### src/rtl/mmio_bridge.sv
`default_nettype none
// ============================================================================
// Module   : mmio_bridge
// Purpose  : Routes CPU M-stage memory accesses to the data memory, N_DEV
//            word-addressed peripheral slots, or the interrupt-generator
//            port. DM and interrupt traffic passes through with no added
//            latency. Peripheral reads go through a registered, stall-based
//            read path with RD_LAT cycles of latency. Illegal accesses raise
//            a one-cycle fault pulse and update a sticky fault address.
// Ports    : clk, reset (sync, active-high)
//            cpu_m_*   - CPU M-stage request / load data, cpu_stall, cpu_fault
//            fault_addr- byte address of the most recent faulting access
//            m_data_*  - data-memory port (m_inst_addr passes the M-stage PC)
//            dev_*     - shared peripheral bus, per-slot write strobes
//            m_int_*   - interrupt-generator port
// Revision : 1.0 - initial release
// ============================================================================
module mmio_bridge #(
    parameter int          N_DEV    = 2,
    parameter logic [31:0] DM_LIMIT = 32'h0000_3000,
    parameter logic [31:0] DEV_BASE = 32'h0000_7F00,
    parameter logic [31:0] DEV_SPAN = 32'h0000_0010,
    parameter logic [31:0] INT_BASE = 32'h0000_7F20,
    parameter int          RD_LAT   = 1
) (
    input  logic                  clk,
    input  logic                  reset,
    // CPU M-stage port
    input  logic [31:0]           cpu_m_data_addr,
    input  logic [31:0]           cpu_m_data_wdata,
    input  logic [3:0]            cpu_m_data_byteen,
    input  logic                  cpu_m_data_rd,
    input  logic [31:0]           cpu_m_inst_addr,
    output logic [31:0]           cpu_m_data_rdata,
    output logic                  cpu_stall,
    output logic                  cpu_fault,
    output logic [31:0]           fault_addr,
    // Data memory port
    output logic [31:0]           m_data_addr,
    output logic [31:0]           m_data_wdata,
    output logic [3:0]            m_data_byteen,
    output logic [31:0]           m_inst_addr,
    input  logic [31:0]           m_data_rdata,
    // Peripheral slots
    output logic [N_DEV-1:0]      dev_we,
    output logic [29:0]           dev_addr,
    output logic [31:0]           dev_wdata,
    input  logic [32*N_DEV-1:0]   dev_rdata,
    // Interrupt generator
    output logic [31:0]           m_int_addr,
    output logic [3:0]            m_int_byteen
);

    localparam int c_SEL_W = (N_DEV > 1) ? $clog2(N_DEV) : 1;
    localparam int c_CNT_W = $clog2(RD_LAT) + 1;
    localparam logic [c_CNT_W-1:0] c_CNT_INIT = c_CNT_W'(RD_LAT - 1);

    localparam logic [1:0] c_ST_IDLE = 2'd0;
    localparam logic [1:0] c_ST_WAIT = 2'd1;
    localparam logic [1:0] c_ST_RESP = 2'd2;

    logic [1:0]         r_state;
    logic [c_CNT_W-1:0] r_cnt;
    logic [31:0]        r_rdata_q;
    logic [31:0]        r_fault_addr;
    logic [c_SEL_W-1:0] r_slot;
    logic [29:0]        r_waddr;

    logic [N_DEV-1:0]   w_slot_hit;
    logic [c_SEL_W-1:0] w_slot_idx;
    logic [31:0]        w_dev_rd [N_DEV];
    logic               w_is_dm;
    logic               w_any_slot;
    logic               w_is_slot;
    logic               w_is_int;
    logic               w_is_unmapped;
    logic               w_has_store;
    logic               w_fault_raw;
    logic               w_slot_rd;
    logic               w_slot_wr;
    logic               w_start;

    // ------------------------------------------------------------------
    // Address decode
    // ------------------------------------------------------------------
    // Slot bounds are computed with one extra bit so a slot ending at the
    // top of the address space does not wrap to zero.
    generate
        for (genvar i = 0; i < N_DEV; i++) begin : g_slot
            localparam logic [32:0] c_LO = {1'b0, DEV_BASE} + 33'(i) * {1'b0, DEV_SPAN};
            localparam logic [32:0] c_HI = c_LO + {1'b0, DEV_SPAN};
            assign w_slot_hit[i] = ({1'b0, cpu_m_data_addr} >= c_LO) &&
                                   ({1'b0, cpu_m_data_addr} <  c_HI);
            assign w_dev_rd[i]   = dev_rdata[32*i +: 32];
        end
    endgenerate

    // Lowest-numbered matching slot wins.
    always_comb begin
        w_slot_idx = '0;
        for (int i = N_DEV - 1; i >= 0; i--) begin
            if (w_slot_hit[i]) begin
                w_slot_idx = c_SEL_W'(i);
            end
        end
    end

    assign w_is_dm       = (cpu_m_data_addr < DM_LIMIT);
    assign w_any_slot    = |w_slot_hit;
    assign w_is_slot     = !w_is_dm && w_any_slot;
    assign w_is_int      = !w_is_dm && !w_any_slot &&
                           ({1'b0, cpu_m_data_addr} >= {1'b0, INT_BASE}) &&
                           ({1'b0, cpu_m_data_addr} <  ({1'b0, INT_BASE} + 33'd4));
    assign w_is_unmapped = !w_is_dm && !w_any_slot && !w_is_int;

    // ------------------------------------------------------------------
    // Access classification
    // ------------------------------------------------------------------
    assign w_has_store = |cpu_m_data_byteen;

    // A load that also carries byte enables is ambiguous and is rejected
    // in every region; this also keeps it from starting a slot read.
    assign w_fault_raw = (cpu_m_data_rd && w_has_store) ||
                         (w_is_unmapped && (cpu_m_data_rd || w_has_store)) ||
                         (w_is_slot && w_has_store && (cpu_m_data_byteen != 4'b1111));

    assign w_slot_rd = w_is_slot && cpu_m_data_rd && !w_has_store;
    assign w_slot_wr = w_is_slot && !cpu_m_data_rd && (cpu_m_data_byteen == 4'b1111);
    assign w_start   = !reset && (r_state == c_ST_IDLE) && w_slot_rd;

    // ------------------------------------------------------------------
    // Target ports
    // ------------------------------------------------------------------
    assign m_data_addr   = cpu_m_data_addr;
    assign m_data_wdata  = cpu_m_data_wdata;
    assign m_inst_addr   = cpu_m_inst_addr;
    assign m_data_byteen = (w_is_dm && !w_fault_raw) ? cpu_m_data_byteen : 4'b0000;

    assign m_int_addr    = cpu_m_data_addr;
    assign m_int_byteen  = (!reset && w_is_int && !w_fault_raw) ? cpu_m_data_byteen : 4'b0000;

    // The address is held from the latch while waiting so the slot sees a
    // stable address regardless of what the CPU port shows.
    assign dev_addr  = (r_state == c_ST_WAIT) ? r_waddr : cpu_m_data_addr[31:2];
    assign dev_wdata = cpu_m_data_wdata;

    always_comb begin
        dev_we = '0;
        if (!reset && w_slot_wr) begin
            dev_we[w_slot_idx] = 1'b1;
        end
    end

    // ------------------------------------------------------------------
    // CPU-side responses
    // ------------------------------------------------------------------
    assign cpu_stall  = !reset && (w_start || (r_state == c_ST_WAIT));
    assign cpu_fault  = !reset && w_fault_raw;
    assign fault_addr = r_fault_addr;

    always_comb begin
        cpu_m_data_rdata = 32'h0000_0000;
        if (r_state == c_ST_RESP) begin
            cpu_m_data_rdata = r_rdata_q;
        end else if (!w_fault_raw && w_is_dm) begin
            cpu_m_data_rdata = m_data_rdata;
        end
    end

    // ------------------------------------------------------------------
    // Peripheral read FSM and fault address register
    // ------------------------------------------------------------------
    always_ff @(posedge clk) begin
        if (reset) begin
            r_state      <= c_ST_IDLE;
            r_cnt        <= '0;
            r_rdata_q    <= 32'h0000_0000;
            r_fault_addr <= 32'h0000_0000;
            r_slot       <= '0;
            r_waddr      <= '0;
        end else begin
            if (w_fault_raw) begin
                r_fault_addr <= cpu_m_data_addr;
            end

            case (r_state)
                c_ST_IDLE: begin
                    if (w_slot_rd) begin
                        r_slot  <= w_slot_idx;
                        r_waddr <= cpu_m_data_addr[31:2];
                        r_cnt   <= c_CNT_INIT;
                        r_state <= c_ST_WAIT;
                    end
                end
                c_ST_WAIT: begin
                    if (r_cnt == '0) begin
                        r_rdata_q <= w_dev_rd[r_slot];
                        r_state   <= c_ST_RESP;
                    end else begin
                        r_cnt <= r_cnt - 1'b1;
                    end
                end
                // The held request is consumed here; returning to IDLE
                // unconditionally prevents the same load from re-triggering.
                c_ST_RESP: begin
                    r_state <= c_ST_IDLE;
                end
                default: begin
                    r_state <= c_ST_IDLE;
                end
            endcase
        end
    end

endmodule
`default_nettype wire

### config.mk
export PLATFORM = sky130hd
export DESIGN_NAME = mmio_bridge
export DESIGN_NICKNAME = d
export VERILOG_FILES = /design/src/rtl/mmio_bridge.sv
export SDC_FILE = /design/constraint.sdc
export NUM_CORES = 1
export LEC_CHECK = 0
export ABC_AREA = 1
export BUFFER_PORTS_ARGS = -buffer_cell sky130_fd_sc_hd__clkbuf_2
export CORE_AREA = 2 2 179 181
export DETAILED_ROUTE_END_ITERATION = 12
export DIE_AREA = 0 0 181 183
export PLACE_DENSITY = 0.49
export SYNTH_ARGS = -nofsm -noshare
export SYNTH_HDL_FRONTEND = slang
export SYNTH_SLANG_ARGS = --single-unit
### constraint.sdc
create_clock -name clk -period 2.3 [get_ports clk]
set_input_delay 0.23 -clock clk [delete_from_list [all_inputs] [get_ports clk]]
set_output_delay 0.23 -clock clk [all_outputs]
set_load 0.005 [all_outputs]
======== Word-level counts from Yosys, hierarchy flattened ========
Index checks and enable logic that the tools add are counted.
word-level totals
  register bits after elaboration ......... 98
  output and inout bits ................... 266
cells by class
  $add $sub $neg .......................... 1
  magnitude comparators ................... 10
  equality and inequality tests ........... 6
  multiplexer cells ....................... 19
  bitwise logic cells ..................... 2
  reduce and logical (&&, ||, !) cells .... 43
operators by type and width
  cell                    number
  $mux W32                5
  $ge A32 B15 Y1 const B  3
  $lt A32 B15 Y1 const B  3
  $lt A32 B14 Y1 const B  1
  $mux W30                1
  $logic_and A1 B1 Y1     24
  $mux W4                 2
  $reduce_and A2 Y1       4
  $logic_not A1 Y1        7
  $mux W2                 3
  $mux W1                 5
  $eq A4 B4 Y1 const B    1
  $logic_or A1 B1 Y1      4
  $ne A2 B2 Y1 const B    2
  $ne A4 B4 Y1 const B    1
  $pmux W2 S2             1
  $reduce_or A4 Y1        1
  $eq A2 B1 Y1 const B    1
  $eq A2 B2 Y1 const B    1
  $ge A2 B2 Y1 const B    1
  $logic_not A2 Y1        1
  $lt A1 B2 Y1 const B    1
  $not A1 Y2              1
  $pmux W1 S2             1
  6 further kinds         6

======== Logic depth before layout (Yosys ltp) ========
Gate-level depths: netlist of run 1.
  word-level depth ........................ 16
  mapped depth ............................ 12

======== Worst setup path after synthesis of run 1 ========
Ideal clock, no wire load.
  path type ............................... input to output
  start ................................... input cpu_m_data_addr[29]
  end ..................................... output cpu_m_data_rdata[15]
  data arrival time ....................... 1.282 ns
  data required time ...................... 2.070 ns
  setup slack ............................. 0.788 ns
  cell stages on the path ................. 10
  path through ............................ nor2_1 nand2_1 nor2_1 nand3_1 o21ai_1 nand2_1 buf_6 buf_2 nand4_1 nand2_1
on the way
  word-level cells in the longest chain between the ends .. 16
  elaborated cells on any way between the ends .. 27
  classes of those cells .................. 7 x order compare; 2 x mux; 18 x reduce/logical
RTL lines
  element                                           line      text
  start, declared                                   29        input logic [31:0] cpu_m_data_addr,
  $ge A32 B15 Y1 or $lt A32 B15 Y1 (tied branches)  92, 93
  $logic_and A1 B1 Y1                               92        assign w_slot_hit[i] = ({1'b0, cpu_m_data_addr} >= c_LO) &&
  $reduce_or A2 Y1                                  109       assign w_any_slot = |w_slot_hit;
  $logic_not A1 Y1                                  111, 114
  $logic_and A1 B1 Y1                               111, 114
  $logic_and A1 B1 Y1                               111       assign w_is_int = !w_is_dm && !w_any_slot &&
  $logic_and A1 B1 Y1                               112       ({1'b0, cpu_m_data_addr} >= {1'b0, INT_BASE}) &&
  $logic_not A1 Y1                                  114       assign w_is_unmapped = !w_is_dm && !w_any_slot && !w_is_int;
  $logic_and A1 B1 Y1                               114
  $logic_and A1 B1 Y1                               124       (w_is_unmapped && (cpu_m_data_rd || w_has_store)) ||
  $logic_or A1 B1 Y1                                123       assign w_fault_raw = (cpu_m_data_rd && w_has_store) ||
  $logic_or A1 B1 Y1                                124
  $logic_not A1 Y1                                  165       end else if (!w_fault_raw && w_is_dm) begin
  $logic_and A1 B1 Y1 (*)                           165
  $mux W32 (*)                                      165
  $mux W32 (*)                                      163       if (r_state == c_ST_RESP) begin
  end, declared                                     34        output logic [31:0] cpu_m_data_rdata,
Mark *: on every way between the ends. The rest lies on a longest branch, timed or not.

======== Worst setup path after layout of run 1 ========
  start ................................... input cpu_m_data_addr[6]
  end ..................................... output cpu_m_data_rdata[14]
The elaborated chain is that of the path after synthesis.

==> impl_results.md, run 1 <==
- Power share of the clock group: 0.423
- Measured slew at the worst slew-check pin: 466 ps
- RSZ-0062 raised after global routing: no
- Core area: 31200 um^2
- Overall power: 3.97 mW
- Synth warn: 0
- Critical path type: in -> out
- Power Density: 525 nW/um^2
- Status: finished clean
- Comb power frac: 0.141
- Post-route setup TNS: 0 ps
- Worst hold path type: in -> reg
- Worst Hold Slack: 106 ps
- Cell Rows: 65
- Synthesized area per cell: 6.39 um^2
- Share of post-route cells with drive strength above 1: 0.322
- Num CTS Buffers: 9
- Post-synthesis sequential area ratio: 0.303
- Grt total ovfl: 0
- Commonest non-fill, non-tap cell in the layout: clkbuf_2
- GRT Total Usage: 0.147
- Post-synthesis mux area share: 0
- Via count: 6493
- Final Critical Period: 2040 ps
- Post-CTS setup buffers: 0
- Die Ht: 183 um
- Reg area: 1940 um^2
- Switching part of the total: 0.286
- Post-synthesis compound-gate area fraction: 0.124
- Count of state elements after synthesis: 97
- Leakage: 4.18 nW
- Cells after synthesis: 1002
- Cell Area, Placed: 7220 um^2
- Clk Latency, worst-skew pair: 350 ps
- Crit path launch type: primary input
- Area of the multi-input gates: 2590 um^2
- Die W: 181 um
- Maxcap violations: 0
- Largest net degree at the start of global routing: 65
- Avg WL per Cell: 16.8 um
- Post-synth cell types: 25
- Worst Skew: 10.3 ps
- Area Growth Syn to Fin: 18.1%
- Syn Nets: 1201
- Internal power: 2.83 mW
- Drc violations: 0
- Critical path fanouts, max: 16
- Part of the cycle the worst path needs: 0.886
- Synth Area in Simple Gates: 0.272
- Final setup vio count: 0
- Hold path cells: 3
- DRT Pass-1 Iters: 5
- Netlist Area Pre-Place: 6400 um^2
- Cells after DPL: 1511
- Via count of the first global-routing pass: 5992
- Worst path required time: 2070 ps
- Filler Cell Count: 3568
- Remaining antenna violation count: 0
- Adder-Cell Fraction of Synth Area: 0
- Post-Synth XOR/XNOR Area: 0
- Buffers added on ports: 304
- Root Driver: clkbuf_16
- Largest family of logic cells by synthesized area: buffers and inverters
- Post-cts resize count: 0
- Post-route cell area: 7560 um^2
- FMAX: 0.491 GHz
- Routability cong.: 0.799
- Cells on worst reg2reg path: 4
- # nets final: 1319
- Slew HR: 0.689
- Seq pwr share: 0.436
- Commonest non-fill, non-tap cells in the layout: clkbuf_2, nand2_1, inv_1
- Peak VDD IR: 0.000263 V
- H-tree depth: 3
- NetSw: 1.13 mW
- Antenna cell count: 0
- Final hold violations: 0
- Num ports: 465
- Worst Setup End Kind: output port
- Initial core utilization: 0.205
- Vias per std cell: 4.25
- 1st-iter DRT viols: 336
- Initial antenna violation count: 0
- Slew Limit Fails: 0
- First-pass GRT wire length: 37.2 mm
- Hold buffers post-CTS: 0
- Clock transition at path regs: 80 ps
- Finished Layout Cells: 1527
- Clk buf depth: 2
- Worst Path Arrival: 1810 ps
- Clock sinks: 97
- Drt total wl: 25.6 mm
- CTS tree: built
- HPWL after DPL: 19.2 mm
- Die ar.: 33100 um^2
## state kept, by name, indices dropped and copies added, names as in the netlist
register    cells
fault_addr     32
r_rdata_q      32
r_slot          1
r_state         2
r_waddr        30
## through the flow
step           utilization  worst slack [ps]
3_3_place_gp         0.231              37.2
5_1_grt              0.242              50.4
4_1_cts              0.241              38.2
6_report             0.242               262
3_5_place_dp         0.231              12.2
2_1_floorplan            -               788
## kinds of logic (layout without fill, tap and decap cells)
| group | Yosys count | after routing |
|---|---|---|
| AND/OR/NAND/NOR | 414 | 414 |
| buffers and inverters | 334 | 457 |
| AO/OA/AOI/OAI | 157 | 157 |
| flip-flops | 97 | 97 |
## critical path, cell delays in order
cell and delay, ps:
clkbuf_2 140, nor2_1 110, inv_1 70, nor4_2 250, buf_4 170, nand3_1 130, nand3_4 120, buf_4 250
nand4_1 110, nand2_1 100, clkbuf_2 120
## worst paths after layout
path / start / end / slack, ps
setup / recovery: cpu_m_data_addr[6] / cpu_m_data_rdata[14] / 260
hold / removal: dev_rdata[7] / r_rdata_q[7]$_SDFFE_PP0P_ / 110
setup reg to reg: r_state[1]$_SDFFE_PP0P_ / r_waddr[1]$_SDFFE_PP0P_ / 650
hold reg to reg: r_waddr[8]$_SDFFE_PP0P_ / r_waddr[8]$_SDFFE_PP0P_ / 450
## synth_stat cells
cell type,instances,area share
buf_1,4,0.0023
nand2_2,2,0.0020
nand4_1,34,0.033
nor2_2,3,0.0029
o21ai_0,46,0.036
o21ai_1,2,0.0016
and3_1,1,0.00098
nor2_1,104,0.061
buf_4,163,0.19
nor3_2,1,0.0016
clkinv_1,1,0.00059
clkbuf_1,33,0.019
a31oi_1,1,0.00098
nand2_1,208,0.12
buf_2,17,0.013
inv_1,110,0.064
inv_2,1,0.00059
buf_6,5,0.0088
a21oi_1,106,0.083
nor3_1,2,0.0016
nand3_2,1,0.0016
nand3_1,56,0.044
nor4_1,2,0.0020
dfxtp_1,97,0.30
a211oi_1,2,0.0023
## power groups by stage
stage / registers, mW / clock network (mW) / logic, mW
floorplan: 1.77 / 0 / 0.421
global placement: 1.77 / 0 / 0.563
detailed placement: 1.77 / 0 / 0.564
CTS: 1.73 / 1.77 / 0.568
global route: 1.73 / 1.82 / 0.621
finish: 1.73 / 1.68 / 0.558
## routing by layer
metal,vias up,part of all wire,global-route usage
li1,3227,-,-
met1,2923,0.39,0.170
met2,312,0.51,0.264
met3,31,0.078,0.0433
met4,0,0.021,0.0429
met5,-,0,0
## final cells by class
| type | instances | share of cell area |
|---|---|---|
| multi-input cells | 571 | 0.343 |
| flip-flops and latches | 97 | 0.257 |
| repair buffers | 329 | 0.236 |
| well taps | 402 | 0.0665 |
| inverters | 112 | 0.0559 |
| clock buffers | 9 | 0.0298 |
| clock inverters | 7 | 0.0119 |
Power figures use the tool's default switching activity.
==> run 2: changes to the inputs <==
Settings changed: ABC_AREA 1 to unset, CORE_AREA 2 2 179 181 to 2 2 181 183, DIE_AREA 0 0 181 183 to 0 0 183 185, PLACE_DENSITY 0.49 to 0.47.
==> run 2 against run 1 <==
Compared with the run above:
- critical path depth is 3 lower
- first-iteration DRC count is 46% lower
- maximum frequency is 8.2% lower
- combinational power is 4.5% lower
- synthesized cell count is 28% lower
- global-route usage is 3.8 points lower
- via count is 23% lower
- sequential cell count stayed put
- critical path type unchanged
==> impl_results.md, run 2 <==
- Status: finished clean
- Internal power: 3.06 mW (+7.9%)
- Post-synth cell types: 36 (+44%)
- Reg area: 1940 um^2 (about the same)
- Grt total ovfl: 0 (unchanged)
- Leakage: 3.58 nW (-14%)
- Commonest non-fill, non-tap cell in the layout: clkbuf_2
- CP peak stage delay: 470 ps (+220 ps)
- Post-route cell area: 7590 um^2 (+0.38%)
- Core area: 32000 um^2 (+2.6%)
- CP Cell Sequence: buf_4 -> nand4b_1 -> or3_4 -> nor4_4 -> o2111ai_1 -> buf_4 -> nor2_1 -> buf_2
- Peak VDD IR: 0.000317 V (+21%)
- Share of post-route cells with drive strength above 1: 0.482 (+0.161)
- Post-synth EDFFs: 0 (unchanged)
- Finished Core Util: 0.237 (-0.00523)
- Measured slew at the worst slew-check pin: 590 ps (+124 ps)
- Seq pwr share: 0.428 (-0.008)
- Slew HR: 0.607 (-0.0828)
- Largest area contributor in the netlist: dfxtp_1
- FMAX: 0.450 GHz (-8.2%)
- Cells on worst reg2reg path: 6 (+2)
- Antenna cell count: 0 (unchanged)
- Root Driver: clkbuf_16
- Initial core utilization: 0.190 (-0.0149)
- Final setup vio count: 0 (unchanged)
- Clock sinks: 97 (unchanged)
- Reg-to-reg slack, setup: 600 ps (-50 ps)
- Hold EP: fault_addr[1]$_SDFFE_PP0P_
- Post-Synth XOR/XNOR Area: 0 (unchanged)
- Via count: 5017 (-23%)
- Commonest non-fill, non-tap cells in the layout: clkbuf_2, dfxtp_1, mux2i_1
- Initial antenna violation count: 0 (unchanged)
- Post-synthesis mux area share: 0.167 (+0.167)
- Maxcap violations: 0 (unchanged)
- Worst hold path type: in -> reg
- Cell Rows: 66 (+1.5%)
- Most Frequent Cell on Critical Path: buf_4
- Cells after synthesis: 717 (-28%)
- Cell Area, Placed: 7170 um^2 (-0.78%)
- Largest cells by area after synthesis: dfxtp_1, buf_4, mux2i_1
- Filler Cell Count: 3518 (-1.4%)
- Post-synthesis compound-gate area fraction: 0.0772 (-0.0465)
- Hold path cells: 3 (unchanged)
- Synth top area share: 0.319 (+0.0155)
- Post-synthesis sequential area ratio: 0.319 (+0.0155)
- NetSw: 985 uW (-13%)
- Slew Limit Fails: 0 (unchanged)
- Count of state elements after synthesis: 97 (unchanged)
- Worst path required time: 2070 ps (about the same)
- Routability cong.: 0.723 (-9.5%)
- Num ports: 465 (unchanged)
- GRT Total Usage: 0.109 (-0.0381)
- Comb power frac: 0.132 (-0.009)
- Area of the multi-input gates: 2830 um^2 (+9.2%)
- Power Density: 532 nW/um^2 (+1.5%)
- Die ar.: 33900 um^2 (+2.2%)
- R2R Path End: r_waddr[0]$_SDFFE_PP0P_
- Part of the cycle the worst path needs: 0.965 (+0.0793)
- Hold path startpoint: cpu_m_data_addr[1]
- Synthesized area per cell: 8.49 um^2 (+33%)
- Worst Skew: 8.83 ps (-1.44 ps)
- Ys async rst share: 0 (unchanged)
- Top FF cell, synth: dfxtp_1
- Final Critical Period: 2220 ps (+182 ps)
- Switching part of the total: 0.244 (-0.0422)
- Remaining antenna violation count: 0 (unchanged)
- Vias per std cell: 3.90 (-8.3%)
- Netlist Area Pre-Place: 6090 um^2 (-4.9%)
- Adder-Cell Fraction of Synth Area: 0 (unchanged)
- Die Ht: 185 um (+1.1%)
- Buffers added on ports: 304 (unchanged)
- Clk Latency, worst-skew pair: 360 ps (about the same)
- Avg WL per Cell: 14.9 um (-11%)
- Synth warn: 0 (unchanged)
- H-tree depth: 3 (unchanged)
- Drt total wl: 19.2 mm (-25%)
- # nets final: 1073 (-19%)
- Clk buf depth: 2 (unchanged)
- Crit path launch type: primary input
- CP max-delay cell: or3_4
- Final hold violations: 0 (unchanged)
- Critical path fanouts, max: 6 (-10)
- Hold buffers post-CTS: 0 (unchanged)
- First-pass GRT wire length: 27.6 mm (-26%)
- DRT Pass-1 Iters: 4 (-1)
- Power share of the clock group: 0.440 (+0.017)
- Worst Path Arrival: 1990 ps (+180 ps)
- HPWL after DPL: 14.7 mm (-24%)
- Drc violations: 0 (unchanged)
- 1st-iter DRT viols: 180 (-46%)
- Critical path type: in -> out
- Clock transition at path regs: 70 ps (about the same)
- Die W: 183 um (+1.1%)
- Via count of the first global-routing pass: 4661 (-22%)
- Area Growth Syn to Fin: 24.6%
- Syn Nets: 916 (-24%)
- Largest net degree at the start of global routing: 112 (+72%)
- Crit Reg-Reg Startpoint: r_state[1]$_SDFFE_PP0P_
- Num CTS Buffers: 9 (unchanged)
- CTS tree: built
- Top-count cell post-synth: buf_4
- Post-synth top cells: buf_4, dfxtp_1, mux2i_1, nand2_1, nand2b_1
- Synth Area in Simple Gates: 0.205 (-0.0678)
- Worst Setup End Kind: output port
- Largest family of logic cells by synthesized area: buffers and inverters
[run 2: changes by cell type in the layout (fill, tap and decap cells not counted), moves of 13 or more]
| cell | previous run | this run |
|---|---|---|
| nand2_1 | 207 | 67 |
| a21oi_1 | 106 | 1 |
| inv_1 | 109 | 4 |
| mux2i_1 | 0 | 68 |
| nand2b_1 | 0 | 65 |
| nand3_1 | 55 | 0 |
| nor2_1 | 101 | 63 |
| nand4_1 | 34 | 0 |
| a211oi_1 | 2 | 33 |
| mux2_2 | 0 | 30 |
| buf_4 | 18 | 40 |
| o21ai_0 | 46 | 32 |
| and2_2 | 0 | 13 |
[run 2: layout make-up]
type                       instances  share of cell area
timing repair buffer             349               0.257
clock buffer                      10              0.0302
sequential                        97               0.256
inverter                           4             0.00198
clock inverter                     6              0.0148
multi-input combinational        413               0.373
tap                              408              0.0673
[run 2: critical path: cells and delay by family]
kind                   cells  cell delay (ps)
AND/OR/NAND/NOR            4             1140
buffers and inverters      3              470
AO/OA/AOI/OAI              1              150
[run 2: logic make-up (layout without fill, tap and decap cells)]
family / count (synthesis) / count (layout)
multiplexers: 98 / 98
flip-flops: 97 / 97
AO/OA/AOI/OAI: 72 / 72
AND/OR/NAND/NOR: 243 / 243
buffers and inverters: 207 / 369
[run 2: worst max path at each step]
stage / start / to / slack (ps)
finish: cpu_m_data_addr[15] / m_int_byteen[3] / 80
global route: cpu_m_data_addr[24] / cpu_m_data_rdata[20] / -7
CTS: cpu_m_data_addr[15] / m_int_byteen[3] / 4
detailed placement: cpu_m_data_addr[26] / cpu_m_data_rdata[20] / -250
global placement: cpu_m_data_addr[26] / cpu_m_data_rdata[15] / -250
floorplan: cpu_m_data_addr[15] / cpu_stall / 520
[run 2: metrics by stage]
| stage | hold WS, ps | setup TNS, ps | setup WS, ps | std cells | total power [mW] |
|---|---|---|---|---|---|
| floorplan | 377 | 0 | 523 | 717 | 2.15 |
| global placement | 437 | -8990 | -246 | 1270 | 2.30 |
| detailed placement | 438 | -11550 | -248 | 1270 | 2.30 |
| CTS | 108 | 0 | 3.52 | 1286 | 4.15 |
| global route | 153 | -11.7 | -7.32 | 1287 | 4.26 |
| finish | 136 | 0 | 79.7 | 1287 | 4.04 |
[run 2: power groups by stage]
| stage | combinational, mW | clock, mW | sequential (mW) |
|---|---|---|---|
| final | 0.533 | 1.78 | 1.73 |
| after global routing | 0.590 | 1.93 | 1.73 |
| after CTS | 0.545 | 1.88 | 1.73 |
| after detailed placement | 0.537 | 0 | 1.77 |
| after global placement | 0.536 | 0 | 1.77 |
| after floorplan | 0.386 | 0 | 1.77 |
[run 2: routing by layer]
layer,routed length [um],global-route usage
met1,8140,0.130
met2,9190,0.183
met3,1320,0.0281
met4,568,0.0522
met5,0,0
[run 2: what timing repair did]
item,4_1_cts,5_1_grt
endpoints found under the hold margin,0,0
buffers inserted,0,1
endpoints found under the setup margin,43,24
pin swaps,0,4
resized for setup,6,9
